$ cat config.mk
export PLATFORM = sky130hd
export DESIGN_NAME = master_control_flat
export DESIGN_NICKNAME = d
export VERILOG_FILES = /design/src/rtl/master_control_if.sv /design/src/rtl/master_control.sv /design/src/flat_wrapper.sv
export SDC_FILE = /design/constraint.sdc
export NUM_CORES = 1
export LEC_CHECK = 0
export ABC_CLOCK_PERIOD_IN_PS = 2800
export CAP_MARGIN = 30
export CORE_MARGIN = 2
export CORE_UTILIZATION = 47
export DETAILED_ROUTE_END_ITERATION = 16
export PLACE_DENSITY = 0.63
export SKIP_LAST_GASP = 1
export SYNTH_ARGS = -nofsm -noshare
export SYNTH_HDL_FRONTEND = slang
export SYNTH_SLANG_ARGS = --single-unit
$ cat constraint.sdc
create_clock -name clk -period 2.8 [get_ports clk]
set_clock_uncertainty 0.05 [all_clocks]
set_input_delay 0.28 -clock clk [delete_from_list [all_inputs] [get_ports clk]]
set_output_delay 0.28 -clock clk [all_outputs]
set_load 0.02 [all_outputs]
$ cat src/rtl/master_control_if.sv
// Handshake bus between the master controller and the slave chip.
//   request  : master -> slave, transfer request
//   data_out : master -> slave, {even parity, payload[1:0]}
//   valid    : master -> slave, data_out strobe
//   ack      : slave -> master, acknowledge (asynchronous to the master clock)
interface master_control_if;
    logic       request;
    logic [2:0] data_out;
    logic       valid;
    logic       ack;

    modport master (
        output request,
        output data_out,
        output valid,
        input  ack
    );

    modport slave (
        input  request,
        input  data_out,
        input  valid,
        output ack
    );
endinterface

$ cat src/rtl/master_control.sv
// Master-side transfer controller: on a send pulse it latches a 2-bit payload
// (plus even parity), raises request, waits for the slave's ack, holds the data
// stable for SETUP_CYCLES, strobes valid for VALID_CYCLES and then flags
// all_done. An ack also lights a fixed-length notice LED.
//
// Ports:
//   clk         : clock, rising edge
//   rst_n       : synchronous active-low reset
//   top_state   : system mode; block is active only in mode 2'b01
//   send        : single-cycle transfer request pulse
//   data_sel    : payload, sampled on an accepted send
//   bus         : master side of master_control_if (request/data_out/valid/ack)
//   notice      : ack-received LED, high NOTICE_CYCLES cycles
//   all_done    : sticky transfer-complete flag
//   timeout_err : sticky ack-timeout flag
//
// Optional feature: define MASTER_ACK_TIMEOUT_EN to abandon a transfer after
// TIMEOUT_CYCLES cycles without ack. Undefined, the wait is unbounded and
// timeout_err is tied low.
module master_control #(
    parameter int unsigned NOTICE_CYCLES  = 100_000_000,
    parameter int unsigned SETUP_CYCLES   = 4,
    parameter int unsigned VALID_CYCLES   = 4,
    parameter int unsigned TIMEOUT_CYCLES = 200_000_000
) (
    input  logic             clk,
    input  logic             rst_n,
    input  logic [1:0]       top_state,
    input  logic             send,
    input  logic [1:0]       data_sel,
    master_control_if.master bus,
    output logic             notice,
    output logic             all_done,
    output logic             timeout_err
);

    // One counter width covers every parameter.
    localparam int unsigned MAX_SV  = (SETUP_CYCLES > VALID_CYCLES) ? SETUP_CYCLES : VALID_CYCLES;
    localparam int unsigned MAX_NT  = (NOTICE_CYCLES > TIMEOUT_CYCLES) ? NOTICE_CYCLES : TIMEOUT_CYCLES;
    localparam int unsigned MAX_ALL = (MAX_SV > MAX_NT) ? MAX_SV : MAX_NT;
    localparam int unsigned CNT_W   = $clog2(MAX_ALL + 2);
    localparam int unsigned NOTICE_LOAD = (NOTICE_CYCLES > 0) ? NOTICE_CYCLES - 1 : 0;

    typedef enum logic [2:0] {
        S_IDLE,
        S_WAIT_ACK,
        S_SETUP,
        S_SEND,
        S_DONE
    } state_t;

    state_t             state_q, state_d;
    logic               request_q, request_d;
    logic               valid_q, valid_d;
    logic [2:0]         data_q, data_d;
    logic               all_done_q, all_done_d;
    logic [CNT_W-1:0]   cnt_q, cnt_d;
    logic               ack_meta, ack_sync;
    logic               notice_q;
    logic [CNT_W-1:0]   notice_cnt_q;
    logic               active_c;
    logic               accept_c;
    logic               notice_start_c;
`ifdef MASTER_ACK_TIMEOUT_EN
    logic [CNT_W-1:0]   tmo_cnt_q, tmo_cnt_d;
    logic               terr_q, terr_d;
`endif

    assign active_c = (top_state == 2'b01);

    assign bus.request  = request_q;
    assign bus.valid    = valid_q;
    assign bus.data_out = data_q;
    assign notice       = notice_q;
    assign all_done     = all_done_q;
`ifdef MASTER_ACK_TIMEOUT_EN
    assign timeout_err  = terr_q;
`else
    assign timeout_err  = 1'b0;
`endif

    // Two-flop ack synchronizer; leaving the active mode clears it as well.
    always_ff @(posedge clk) begin
        if (!rst_n || !active_c) begin
            ack_meta <= 1'b0;
            ack_sync <= 1'b0;
        end else begin
            ack_meta <= bus.ack;
            ack_sync <= ack_meta;
        end
    end

    // FSM and registered outputs.
    always_ff @(posedge clk) begin
        if (!rst_n || !active_c) begin
            state_q    <= S_IDLE;
            request_q  <= 1'b0;
            valid_q    <= 1'b0;
            data_q     <= '0;
            all_done_q <= 1'b0;
            cnt_q      <= '0;
        end else begin
            state_q    <= state_d;
            request_q  <= request_d;
            valid_q    <= valid_d;
            data_q     <= data_d;
            all_done_q <= all_done_d;
            cnt_q      <= cnt_d;
        end
    end

`ifdef MASTER_ACK_TIMEOUT_EN
    // Ack-wait counter and sticky timeout flag.
    always_ff @(posedge clk) begin
        if (!rst_n || !active_c) begin
            tmo_cnt_q <= '0;
            terr_q    <= 1'b0;
        end else begin
            tmo_cnt_q <= tmo_cnt_d;
            terr_q    <= terr_d;
        end
    end
`endif

    // Next-state and next-output logic. A phase count of zero behaves as one.
    always_comb begin
        state_d        = state_q;
        request_d      = request_q;
        valid_d        = valid_q;
        data_d         = data_q;
        all_done_d     = all_done_q;
        cnt_d          = cnt_q;
        accept_c       = 1'b0;
        notice_start_c = 1'b0;
`ifdef MASTER_ACK_TIMEOUT_EN
        tmo_cnt_d      = tmo_cnt_q;
        terr_d         = terr_q;
`endif

        case (state_q)
            S_IDLE: begin
                request_d = 1'b0;
                valid_d   = 1'b0;
                if (send) begin
                    accept_c = 1'b1;
                end
            end

            S_WAIT_ACK: begin
                request_d = 1'b1;
                if (ack_sync) begin
                    request_d      = 1'b0;
                    notice_start_c = 1'b1;
                    cnt_d          = CNT_W'(SETUP_CYCLES);
                    state_d        = S_SETUP;
                end
`ifdef MASTER_ACK_TIMEOUT_EN
                else if (tmo_cnt_q <= CNT_W'(1)) begin
                    request_d = 1'b0;
                    terr_d    = 1'b1;
                    tmo_cnt_d = '0;
                    state_d   = S_IDLE;
                end else begin
                    tmo_cnt_d = tmo_cnt_q - CNT_W'(1);
                end
`endif
            end

            S_SETUP: begin
                valid_d = 1'b0;
                if (cnt_q <= CNT_W'(1)) begin
                    valid_d = 1'b1;
                    cnt_d   = CNT_W'(VALID_CYCLES);
                    state_d = S_SEND;
                end else begin
                    cnt_d = cnt_q - CNT_W'(1);
                end
            end

            S_SEND: begin
                valid_d = 1'b1;
                if (cnt_q <= CNT_W'(1)) begin
                    valid_d    = 1'b0;
                    all_done_d = 1'b1;
                    cnt_d      = '0;
                    state_d    = S_DONE;
                end else begin
                    cnt_d = cnt_q - CNT_W'(1);
                end
            end

            S_DONE: begin
                all_done_d = 1'b1;
                // A slave still holding ack blocks the next transfer.
                if (send && !ack_sync) begin
                    all_done_d = 1'b0;
                    accept_c   = 1'b1;
                end
            end

            default: begin
                state_d   = S_IDLE;
                request_d = 1'b0;
                valid_d   = 1'b0;
            end
        endcase

        // Accepted send: latch payload with even parity and start the request.
        if (accept_c) begin
            data_d    = {^data_sel, data_sel};
            request_d = 1'b1;
            valid_d   = 1'b0;
            cnt_d     = '0;
            state_d   = S_WAIT_ACK;
`ifdef MASTER_ACK_TIMEOUT_EN
            tmo_cnt_d = CNT_W'(TIMEOUT_CYCLES);
            terr_d    = 1'b0;
`endif
        end
    end

    // Notice LED: fixed-length pulse, runs independently of the FSM and is
    // not retriggered while already lit.
    always_ff @(posedge clk) begin
        if (!rst_n || !active_c) begin
            notice_q     <= 1'b0;
            notice_cnt_q <= '0;
        end else if (notice_q) begin
            if (notice_cnt_q == '0) begin
                notice_q <= 1'b0;
            end else begin
                notice_cnt_q <= notice_cnt_q - CNT_W'(1);
            end
        end else if (notice_start_c && (NOTICE_CYCLES != 0)) begin
            notice_q     <= 1'b1;
            notice_cnt_q <= CNT_W'(NOTICE_LOAD);
        end
    end

endmodule

$ cat src/flat_wrapper.sv
// flat-port wrapper written by rule: the top's interface ports become plain ports
module master_control_flat 
#(
    parameter int unsigned NOTICE_CYCLES  = 100_000_000,
    parameter int unsigned SETUP_CYCLES   = 4,
    parameter int unsigned VALID_CYCLES   = 4,
    parameter int unsigned TIMEOUT_CYCLES = 200_000_000
)
  (clk, rst_n, top_state, send, data_sel, notice, all_done, timeout_err, bus_request, bus_data_out, bus_valid, bus_ack);
  master_control_if bus_i ();
  input  logic clk;
  input  logic rst_n;
  input  logic [1:0] top_state;
  input  logic send;
  input  logic [1:0] data_sel;
  output logic notice;
  output logic all_done;
  output logic timeout_err;
  output wire logic [$bits(bus_i.request)-1:0] bus_request;
  output wire logic [$bits(bus_i.data_out)-1:0] bus_data_out;
  output wire logic [$bits(bus_i.valid)-1:0] bus_valid;
  input wire logic [$bits(bus_i.ack)-1:0] bus_ack;
  assign bus_request = bus_i.request;
  assign bus_data_out = bus_i.data_out;
  assign bus_valid = bus_i.valid;
  assign bus_i.ack = bus_ack;
  master_control #(.NOTICE_CYCLES(NOTICE_CYCLES), .SETUP_CYCLES(SETUP_CYCLES), .VALID_CYCLES(VALID_CYCLES), .TIMEOUT_CYCLES(TIMEOUT_CYCLES)) u_core (.clk(clk), .rst_n(rst_n), .top_state(top_state), .send(send), .data_sel(data_sel), .bus(bus_i), .notice(notice), .all_done(all_done), .timeout_err(timeout_err));
endmodule
==> results of run 1 <==
## registers in the layout, summed over array words and instances, names as in the netlist
signal / count
u_core.ack_sync: 1
u_core.notice: 1
u_core.ack_meta: 1
u_core.bus.valid: 1
u_core.all_done: 1
u_core.state_q: 3
u_core.notice_cnt_q: 28
u_core.cnt_q: 28
u_core.bus.data_out: 3
u_core.bus.request: 1
## through the flow
stage	cell area [µm²]	total power [µW]	setup slack (ns)	util	hold WS (ns)
final	3960	1820	0.224	0.549	0.384
after detailed placement	3770	1050	0.246	0.523	0.360
after global placement	3770	1050	0.284	0.523	0.362
after CTS	3960	1840	0.235	0.549	0.379
after floorplan	3500	1020	0.202	-	0.352
after global routing	3960	1890	0.101	0.549	0.402
## final timing paths
kind                                                           start                                    to  cells past startpoint
worst max register to register  u_core.notice_cnt_q[12]$_SDFFE_PP0P_  u_core.notice_cnt_q[23]$_SDFFE_PP0P_                      5
worst max-delay path            u_core.notice_cnt_q[12]$_SDFFE_PP0P_  u_core.notice_cnt_q[23]$_SDFFE_PP0P_                      5
worst min register to register            u_core.ack_meta$_SDFF_PP0_            u_core.ack_sync$_SDFF_PP0_                      1
worst min-delay path                      u_core.ack_meta$_SDFF_PP0_            u_core.ack_sync$_SDFF_PP0_                      1
## logic make-up (layout without fill, tap and decap cells)
group                    count (synthesis)  in the layout  share of synthesized area
other                                    1              1                    0.00107
AO/OA/AOI/OAI                           92             92                      0.178
AND/OR/NAND/NOR                        186            186                      0.301
flip-flops                              68             68                      0.389
adder cells (fa/ha/maj)                  4              4                     0.0143
multiplexers                             8              8                     0.0243
buffers and inverters                   31             53                     0.0418
XOR/XNOR                                20             20                     0.0501
## final cells by class
class                           instances  share of cell area
Multi-Input combinational cell        311               0.503
Sequential cell                        68               0.344
Timing Repair Buffer                   32              0.0695
Clock buffer                            9              0.0313
Tap cell                               99              0.0313
Clock inverter                          7              0.0171
Inverter                                5             0.00474
## worst max-delay path: stages, from the launching register on
cell	delay [ns]
dfxtp_1	0.35
or4_4	0.57
or4_4	0.48
or3_4	0.46
or4_1	0.41
a31oi_1	0.16
## power breakdown
group	total, µW	leakage (µW)	switching, µW	internal [µW]
sequential	971	0.000548	2.66	968
clock	799	0.0000910	393	406
combinational	52.2	0.000783	26.8	25.4
## synth_stat cells (all sizes together), types with 2 or more instances
cell type	count	area share
a31oi	10	0.018
o41ai	4	0.015
nor2	46	0.049
nor3	15	0.021
nand4b	7	0.018
a41oi	3	0.0075
o211ai	2	0.0043
clkbuf	20	0.021
o31ai	13	0.028
a21oi	29	0.041
nand2b	5	0.0089
nand4	5	0.0089
and2	7	0.013
dfxtp	68	0.39
mux2i	4	0.011
nand2	19	0.020
or2	6	0.011
nor4	8	0.014
or3	16	0.031
o21ai	13	0.019
inv	5	0.0054
nand3	12	0.017
and3	3	0.0054
a211oi	3	0.0064
nand3b	4	0.0086
nor4bb	2	0.0057
xor2	14	0.035
buf	6	0.015
ha	4	0.014
nor3b	2	0.0043
nor2b	2	0.0036
xnor2	6	0.015
a311oi	8	0.020
mux2	4	0.013
or4	24	0.054
## per-layer routing
metal | vias up | wire length, µm | part of all wire | track usage
met2 | 44 | 3530 | 0.46 | 0.299
met1 | 1439 | 3730 | 0.49 | 0.269
met4 | 0 | 132 | 0.017 | 0.0679
li1 | 1567 | - | - | -
met3 | 14 | 275 | 0.036 | 0.0576
met5 | - | 0 | 0 | 0
==> results.toml, run 1 <==
[run_status]
status = "completed"

[route]
drtIter0Drc = 152
wl_per_cell_um = 14.4
drtPass1Iterations = 4
vias_per_cell = 5.77
antenna_left = 0
drc = 0
vias = 3064
wl_mm = 7.67

[worst_setup_path]
ff2ff_setup_slack_ns = 0.22
critical_path_class = "reg -> reg"
crit_path_end_kind = "flip-flop"
arrival_ns = 2.78
worst-path-max-fanout = 9
required_ns = 3.01
crit_path_start_kind = "flip-flop"

[timing]
timing.fmax_ghz = 0.388
setup_viol = 0
post-route-period-util = 0.920
tns_ns = 0
period_minus_slack_ns = 2.58
slew_headroom = 0.559
rsz0062_at_grt = "no"
slew_viol_final = 0
tightestPinTransition_ns = 0.660
finalHoldViolCount = 0

[worst_hold_path]
hold_class = "reg -> reg"

[floorplan]
start_util = 0.485
io_pins = 16
rows = 31
die_h_um = 90.3
dieArea_um2 = 8150
die_w_um = 90.3
coreArea_um2 = 7210

[placed_design]
dpl.hpwl_mm = 5.24
place.gp.congestion = 0.757
port_buffers = 14
dp_cells = 515

[clock_network]
post_cts_buffers = 0
cts_resized = 0
clock-root-buffer = "clkbuf_8"
cts_made_buffers = 9
cts_tree = "done"
postCtsHoldBufs = 0
clkLatencyLatePin_ns = 0.35
cts.clk_slew.worst_paths_ns = 0.08
htree_num_levels = 3
cts_max_path_buffers = 2
cts_sinks = 68

[final_layout]
drive_above_1_share = 0.125
syn2layout_area_growth_pct = 13.2
diodes = 0
nets = 439
regArea_um2 = 1360
layout_commonest_cell = "dfxtp_1"
final_cell_mix = "dfxtp_1 (68), nor2_1 (46), a21oi_1 (29), or4_1 (21), nand2_1 (19)"
num-fill-cells = 701
finalNonFillerCells = 531
multi_input_area_um2 = 1990

[synth]
synth_cells = 410
synth-main-ff-cell = "dfxtp_1"
netlist_area_um2 = 3500
synth_edf_count = 0
synth.ff_latch_count = 68
async_flop_share = 0
synth.distinct_cells = 54
syn-num-nets = 422
synth_seq_area_share = 0.389
synth.avg_cell_area_um2 = 8.54
ys.warnings.count = 0

[grt]
grt_pass1_vias = 2811
overflow = 0
grt_usage = 0.197
grt_pass1_wl_mm = 13.3
antenna_found_initial = 0
grt_start_max_net_pins = 25

[flow_run]
drv_cap = 0

[power]
p_leak_uw = 0.00142
vdd_ir_drop_max_mv = 0.265
powerDensity_nw_per_um2 = 460
(Power assumes the default switching activity.)
==> run 2, diff against run 1 <==
--- a/config.mk
+++ b/config.mk
@@ -11,6 +11,7 @@
 export CORE_UTILIZATION = 47
 export DETAILED_ROUTE_END_ITERATION = 16
 export PLACE_DENSITY = 0.63
+export REMOVE_ABC_BUFFERS = 1
 export SKIP_LAST_GASP = 1
 export SYNTH_ARGS = -nofsm -noshare
 export SYNTH_HDL_FRONTEND = slang
==> run 2 against run 1 <==
Net effect:
- clock power decreased by 16%
- critical path type unchanged
- flip-flop and latch count unchanged
- non-clock buffer count increased by 2
- sequential share of layout area increased by 0.16 points
- routed wire length decreased by 3.2%
- final cell count unchanged
- hold slack improved by 0.0054 ns
- register-to-register slack improved by 0.03 ns
- sequential power about the same
==> results.toml, run 2 (synthesized netlist as in run 1, its figures left out) <==
[grt]
overflow = 0
antenna_found_initial = 0
grt_usage = 0.192
grt_pass1_vias = 2758
grt_start_max_net_pins = 25
grt_pass1_wl_mm = 12.9

[worst_setup_path]
path_common_cell = "or4_4"
worst-path-max-fanout = 9
crit_path_start_kind = "flip-flop"
slowest_stage = "or4_4"
cpPeakStageDelay_ns = 0.56
path_buf_inv = 0
arrival_ns = 2.76
path_cells = "or4_4 -> or4_4 -> or3_4 -> or4_1 -> a31oi_1"
required_ns = 3.01
critical_path_class = "reg -> reg"
crit_path_end_kind = "flip-flop"
critPathTopFamily = "simple AND/OR/NAND/NOR gates"

[timing]
period_minus_slack_ns = 2.55
tightestPinTransition_ns = 0.584
finalHoldViolCount = 0
slew_viol_final = 0
slew_headroom = 0.607
rsz0062_at_grt = "no"
post-route-period-util = 0.911
setup_viol = 0
timing.fmax_ghz = 0.392

[placed_design]
port_buffers = 14
placed_area_um2 = 3790
dp_cells = 517
dpl.hpwl_mm = 5.21
place.gp.congestion = 0.808

[final_layout]
nets = 441
num-fill-cells = 710
final_cell_mix = "dfxtp_1 (68), nor2_1 (46), a21oi_1 (29), or4_1 (21), buf_4 (20)"
regArea_um2 = 1360
largest_registers = "u_core.cnt_q: 28 flops, u_core.notice_cnt_q: 28 flops"
layout_commonest_cell = "dfxtp_1"
fin_area_um2 = 3940
diodes = 0
finalNonFillerCells = 531
drive_above_1_share = 0.120
syn2layout_area_growth_pct = 12.7
multi_input_area_um2 = 1990

[power]
powerDensity_nw_per_um2 = 430
vdd_ir_drop_max_mv = 0.257
p_clk_frac = 0.397
p_leak_uw = 0.00142
p_int_uw = 1330
seqPwrFrac = 0.572
swShare = 0.217
p_total_uw = 1700
switchingPower_uw = 369
p_comb_frac = 0.030

[clock_network]
clock-root-buffer = "clkbuf_8"
cts_sinks = 68
cts_max_path_buffers = 2
cts_tree = "done"
cts.clk_slew.worst_paths_ns = 0.07
post_cts_buffers = 0
cts_resized = 0
cts_made_buffers = 9
clkLatencyLatePin_ns = 0.34
htree_num_levels = 3
postCtsHoldBufs = 0

[route]
wl_per_cell_um = 14.0
drc = 0
vias = 3039
drtPass1Iterations = 4
drtIter0Drc = 123
antenna_left = 0
vias_per_cell = 5.72
wl_mm = 7.42

[worst_hold_path]
hold_class = "reg -> reg"

[flow_run]
drv_cap = 0

[floorplan]
die_w_um = 90.3
io_pins = 16
dieArea_um2 = 8150
start_util = 0.485
die_h_um = 90.3
coreArea_um2 = 7210
rows = 31

[run_status]
status = "completed"
run 2: worst reg2reg max path: stages (launching register included):
cell and delay (ns):
dfxtp_1 0.35, or4_4 0.56, or4_4 0.49, or3_4 0.46
or4_1 0.40, a31oi_1 0.16
run 2: layout make-up:
cell class                 instances  area share
clock buffer                      12      0.0368
clock inverter                     2     0.00317
inverter                           5     0.00476
multi-input combinational        311       0.505
sequential                        68       0.345
tap                               99      0.0314
timing repair buffer              34      0.0736
run 2: path summary, 6_finish.rpt:
path                                           to  slack [ns]  depth (start not counted)                                 start
max          u_core.notice_cnt_q[23]$_SDFFE_PP0P_        0.25                          5  u_core.notice_cnt_q[12]$_SDFFE_PP0P_
max reg2reg  u_core.notice_cnt_q[23]$_SDFFE_PP0P_        0.25                          5  u_core.notice_cnt_q[12]$_SDFFE_PP0P_
min reg2reg            u_core.ack_sync$_SDFF_PP0_        0.39                          1            u_core.ack_meta$_SDFF_PP0_
min                    u_core.ack_sync$_SDFF_PP0_        0.39                          1            u_core.ack_meta$_SDFF_PP0_
run 2: power by group through the flow:
stage	Sequential (µW)	Clock, µW	Combinational [µW]
2_1_floorplan	995	0	26.0
3_3_place_gp	994	0	51.1
3_5_place_dp	994	0	51.8
4_1_cts	971	703	51.9
5_1_grt	971	744	56.3
6_report	972	674	51.5
run 2: through the flow:
| stage | TNS, ns | worst slack, ns | hold WS [ns] | util |
|---|---|---|---|---|
| after global routing | 0 | 0.142 | 0.410 | 0.547 |
| after detailed placement | 0 | 0.269 | 0.369 | 0.525 |
| after global placement | 0 | 0.309 | 0.358 | 0.525 |
| after CTS | 0 | 0.242 | 0.393 | 0.547 |
| final | 0 | 0.250 | 0.389 | 0.547 |
| after floorplan | -8.49 | -0.389 | 0.352 | - |
run 2: metal layers:
layer / vias up / part of all wire / track usage
li1: 1574 / - / -
met1: 1428 / 0.48 / 0.255
met2: 33 / 0.48 / 0.310
met3: 4 / 0.033 / 0.0509
met4: 0 / 0.0073 / 0.0538
met5: - / 0 / 0
